==> src/rtl/i2s_capture.sv <==
// I2S master receiver: generates bck/ws from clk and captures one 24-bit
// left/right pair per frame, offered to the consumer through a valid/ready hold.
module i2s_capture #(
  parameter int unsigned BCK_DIV = 4
) (
  input  logic        clk,
  input  logic        rst,
  input  logic        en,
  input  logic        data_in,
  output logic        bck,
  output logic        ws,
  output logic [23:0] sample_left,
  output logic [23:0] sample_right,
  output logic        sample_valid,
  input  logic        sample_ready,
  output logic        overrun,
  input  logic        overrun_clr
);

  localparam int unsigned DivW = $clog2(BCK_DIV);
  localparam logic [DivW-1:0] DivLast = DivW'(BCK_DIV - 1);

  logic [DivW-1:0] div_q;
  logic [5:0]      slot_q;
  logic [5:0]      slot_next;
  logic [23:0]     shift_left_q;
  // The last right bit bypasses the register straight into sample_right.
  logic [22:0]     shift_right_q;
  logic [23:0]     right_next;
  logic            tc;
  logic            rise_evt;
  logic            fall_evt;
  logic            cap_left;
  logic            cap_right;
  logic            pair_done;
  logic            accept;

  always_comb begin
    tc         = en && (div_q == DivLast);
    rise_evt   = tc && !bck;
    fall_evt   = tc && bck;
    slot_next  = slot_q + 6'd1;
    cap_left   = rise_evt && (slot_q >= 6'd1) && (slot_q <= 6'd24);
    cap_right  = rise_evt && (slot_q >= 6'd33) && (slot_q <= 6'd55);
    pair_done  = rise_evt && (slot_q == 6'd56);
    right_next = {shift_right_q, data_in};
    accept     = sample_valid && sample_ready;
  end

  // Bit clock, slot counter and shift registers; en low parks everything at frame start.
  always_ff @(posedge clk) begin
    if (rst || !en) begin
      div_q         <= '0;
      bck           <= 1'b0;
      ws            <= 1'b0;
      slot_q        <= '0;
      shift_left_q  <= '0;
      shift_right_q <= '0;
    end else begin
      if (tc) begin
        div_q <= '0;
        bck   <= !bck;
      end else begin
        div_q <= div_q + DivW'(1);
      end
      if (fall_evt) begin
        slot_q <= slot_next;
        ws     <= slot_next[5];
      end
      if (cap_left) begin
        shift_left_q <= {shift_left_q[22:0], data_in};
      end
      if (cap_right) begin
        shift_right_q <= {shift_right_q[21:0], data_in};
      end
    end
  end

  // Output hold: a completed pair is only taken when the slot is free or being freed.
  always_ff @(posedge clk) begin
    if (rst) begin
      sample_left  <= '0;
      sample_right <= '0;
      sample_valid <= 1'b0;
      overrun      <= 1'b0;
    end else begin
      if (pair_done && (!sample_valid || sample_ready)) begin
        sample_left  <= shift_left_q;
        sample_right <= right_next;
        sample_valid <= 1'b1;
      end else if (accept) begin
        sample_valid <= 1'b0;
      end
      if (pair_done && sample_valid && !sample_ready) begin
        overrun <= 1'b1;
      end else if (overrun_clr) begin
        overrun <= 1'b0;
      end
    end
  end

endmodule

==> config.mk <==
export PLATFORM = sky130hd
export DESIGN_NAME = i2s_capture
export DESIGN_NICKNAME = d
export VERILOG_FILES = /design/src/rtl/i2s_capture.sv
export SDC_FILE = /design/constraint.sdc
export NUM_CORES = 1
export LEC_CHECK = 0
export ABC_AREA = 0
export BUFFER_PORTS_ARGS = -buffer_cell sky130_fd_sc_hd__buf_2
export CELL_PAD_IN_SITES_DETAIL_PLACEMENT = 1
export CELL_PAD_IN_SITES_GLOBAL_PLACEMENT = 2
export CORE_MARGIN = 2
export CORE_UTILIZATION = 25
export DETAILED_ROUTE_END_ITERATION = 10
export GPL_ROUTABILITY_DRIVEN = 0
export PLACE_DENSITY_LB_ADDON = 0.08
export SETUP_SLACK_MARGIN = 0.5
export SKIP_CTS_REPAIR_TIMING = 1
export SLEW_MARGIN = 0
export SYNTH_ARGS = -nofsm -noshare
export SYNTH_HDL_FRONTEND = slang
export SYNTH_SLANG_ARGS = --single-unit
==> constraint.sdc <==
create_clock -name clk -period 1.63 [get_ports clk]
set_input_delay 0.326 -clock clk [delete_from_list [all_inputs] [get_ports clk]]
set_output_delay 0.326 -clock clk [all_outputs]
set_load 0.01 [all_outputs]
==> flow_summary.toml <==
[routing]
dr.pass1.iters = 4
wl_met1_um = 4680
ant_nets = 0
drtIter0Drc = 87
wl_met2_um = 5170
dr_wl_met3_um = 432
top_layer = "met4"
wl_per_cell_um = 14.8
wl_um = 10400
drc = 0
via_count = 3033
vias_per_cell = 4.32

[global_route]
grt_first_pass_wirelength_um = 14600
grt_max_degree = 57
grt_pass1_vias = 2915
antenna_found_initial = 1
grt_usage_pct = 11.3
grt_remaining_overflow = 0

[yosys]
netlist_area_um2 = 3920
synth.area.top_cells = "dfxtp_1 54%, mux2i_1 18%, nor2_1 5.6%"
yosysUniqueCellTypes = 30
syn-instance-count = 396
yosysWarningCount = 0
yosysSeqAreaShare_pct = 54.1
synth_seq_cells = 106
synth_top_cell_by_area = "dfxtp_1"
synth_top_area_share_pct = 54.1
syn_nets = 406
avgSynthCellArea_um2 = 9.91

[run_status]
run_status = "finished, violations left"
violations = "negative setup slack"

[pwr]
swShare_pct = 21.5
power_switching_mw = 1.09
power_frac_comb_pct = 1.8
pwr-share-seq_pct = 51.2
p_leak_nw = 2.09
power_density_nw_per_um2 = 859
vdd_drop_max_mv = 0.491
p_clk_share_pct = 47.0
p_int_mw = 3.97

[critical_path]
path_buf_inv = 3
crit_chain = "inv_4, ha_4, or3_4, o211ai_4, buf_12, clkbuf_16, nand3_2, o21ai_1"
cp_max_fo = 7
critPathRequiredTime_ps = 1910
end_kind = "register"
cp-start-kind = "register"
rr_startpoint = "slot_q[1]"
cpMaxStageDelayCell = "or3_4"
arrival_ps = 1990
crit_start = "slot_q[1]"
critPathKind = "register to register"
cp_top_family = "simple AND/OR/NAND/NOR gates"
worst_path_largest_cell_delay_ps = 380

[clock_network]
cts_buffer_depth = 2
cts_tree = "yes"
clk-insertion-delay-late_ps = 350
cts_sinks = 106
cts_made_buffers = 9
cts-root-buf = "clkbuf_16"
clk_pin_slew_ps = 70
h-tree-depth = 3

[timing]
hold_ws_ps = 237
fin_ws_ps = -76.9
finalHoldViolCount = 0
worst_slew_margin_rel_pct = 69.7
finClkSkew_ps = 5.19
fmaxAchievable_mhz = 586
setup_viol = 94
finalMaxSlewViolations = 0
tns_ps = -3540
fin_crit_sh_pct = 105
rsz0062_at_grt = "true"
final.min_clock_period_ps = 1710
tightestPinTransition_ps = 455

[die]
die_h_um = 129
die_area_um2 = 16700
coreArea_um2 = 15300
ios = 58
chipWidth_um = 129
start_util_pct = 25.7
num_rows = 45

[final_layout]
fin_util_pct = 38.6
nets = 495
area_growth_pct = 50.3
drive_gt1_share_pct = 45.3

[worst_hold_path]
hold_path_startpoint = "data_in"
hold_path_class = "primary input to register"

[placed_design]
dp_hpwl_um = 5970
io_buffers = 57

[job]
drv_cap = 0
[cell families (layout without fill, tap and decap cells)]
logic type / after synthesis / after routing / synth area share (%)
flip-flops: 106 / 106 / 54.1
AO/OA/AOI/OAI: 29 / 29 / 3.99
multiplexers: 72 / 72 / 18.4
other: 0 / 1 / 0
buffers and inverters: 31 / 125 / 4.37
AND/OR/NAND/NOR: 149 / 149 / 16.8
adder cells (fa/ha/maj): 4 / 4 / 1.28
XOR/XNOR: 5 / 5 / 1.12
[layer usage]
metal  GRT usage (%)  up-vias
li1                -     1513
met1            13.6     1474
met2            18.4       40
met3            4.67        6
met4            3.64        0
met5               0        -
[stage by stage]
step           area, um^2  setup slack (ps)  power [mW]  std cells
6_report             5890             -76.9        5.06        702
3_5_place_dp         4620              -135        2.74        657
4_1_cts              4950              -154        5.17        673
3_3_place_gp         4620             -85.3        2.74        657
2_1_floorplan        4000              4.14        2.70        396
5_1_grt              5890              -154        5.30        701
[power by group through the flow]
stage,Sequential (mW),Combinational (mW),Clock (mW)
floorplan,2.65,0.0493,0
global placement,2.65,0.0882,0
detailed placement,2.65,0.0890,0
CTS,2.59,0.0893,2.49
global route,2.59,0.100,2.61
finish,2.59,0.0921,2.38
[synth_stat cells (all sizes together)]
cell type and instances:
nand2b 3, a21oi 3, nand4 2, mux2i 72, ha 4, inv 3
and3 1, dfxtp 106, nor2b 1, nor4b 1, nand3 24, or3 3
nor2 58, and4b 1, nor3b 1, nand4b 1, buf 12, xnor2 3
o21ai 24, nand2 50, clkbuf 16, xor2 2, o211ai 1, a2bb2oi 1
nor3 2, nor4bb 1
[state kept, by name (all words and copies together), names as in the netlist]
register       count
sample_valid       1
sample_right      24
div_q              2
shift_right_q     23
ws                 1
slot_q             5
sample_left       24
shift_left_q      24
bck                1
overrun            1
[cell usage in the layout, fill, tap and decap left out, drive strengths merged]
cell type  instances
a21oi              3
a2bb2oi            1
and3               1
and4b              1
buf               99
bufinv             2
clkbuf            16
clkinv             3
clkinvlp           1
dfxtp            106
diode              1
ha                 4
inv                4
mux2i             72
nand2             50
nand2b             3
nand3             24
nand4              2
nand4b             1
nor2              58
nor2b              1
nor3               2
nor3b              1
nor4b              1
nor4bb             1
o211ai             1
o21ai             24
or3                3
xnor2              3
xor2               2
[area by class of cell]
type	instances	area, um^2
Clock inverter	7	103
Fill cell	1651	9360
Sequential cell	106	2190
Timing Repair Buffer	106	1220
Multi-Input combinational cell	259	1870
Tap cell	211	264
Antenna cell	1	2.50
Clock buffer	9	225
Inverter	3	13.8
[worst register-to-register path, cell delays in order, from the launching register on]
cell	delay [ps]
dfxtp_2	350
inv_4	50
ha_4	150
or3_4	390
o211ai_4	220
buf_12	170
clkbuf_16	170
nand3_2	70
o21ai_1	70
[path summary, 6_finish.rpt]
path / to / slack, ps / cells after the start
setup / recovery: shift_right_q[10] / -80 / 8
hold / removal: sample_right[0] / 240 / 3
setup reg to reg: shift_right_q[10] / -80 / 8
hold reg to reg: div_q[0] / 440 / 1
No activity file was read; power rests on OpenSTA's default activity.
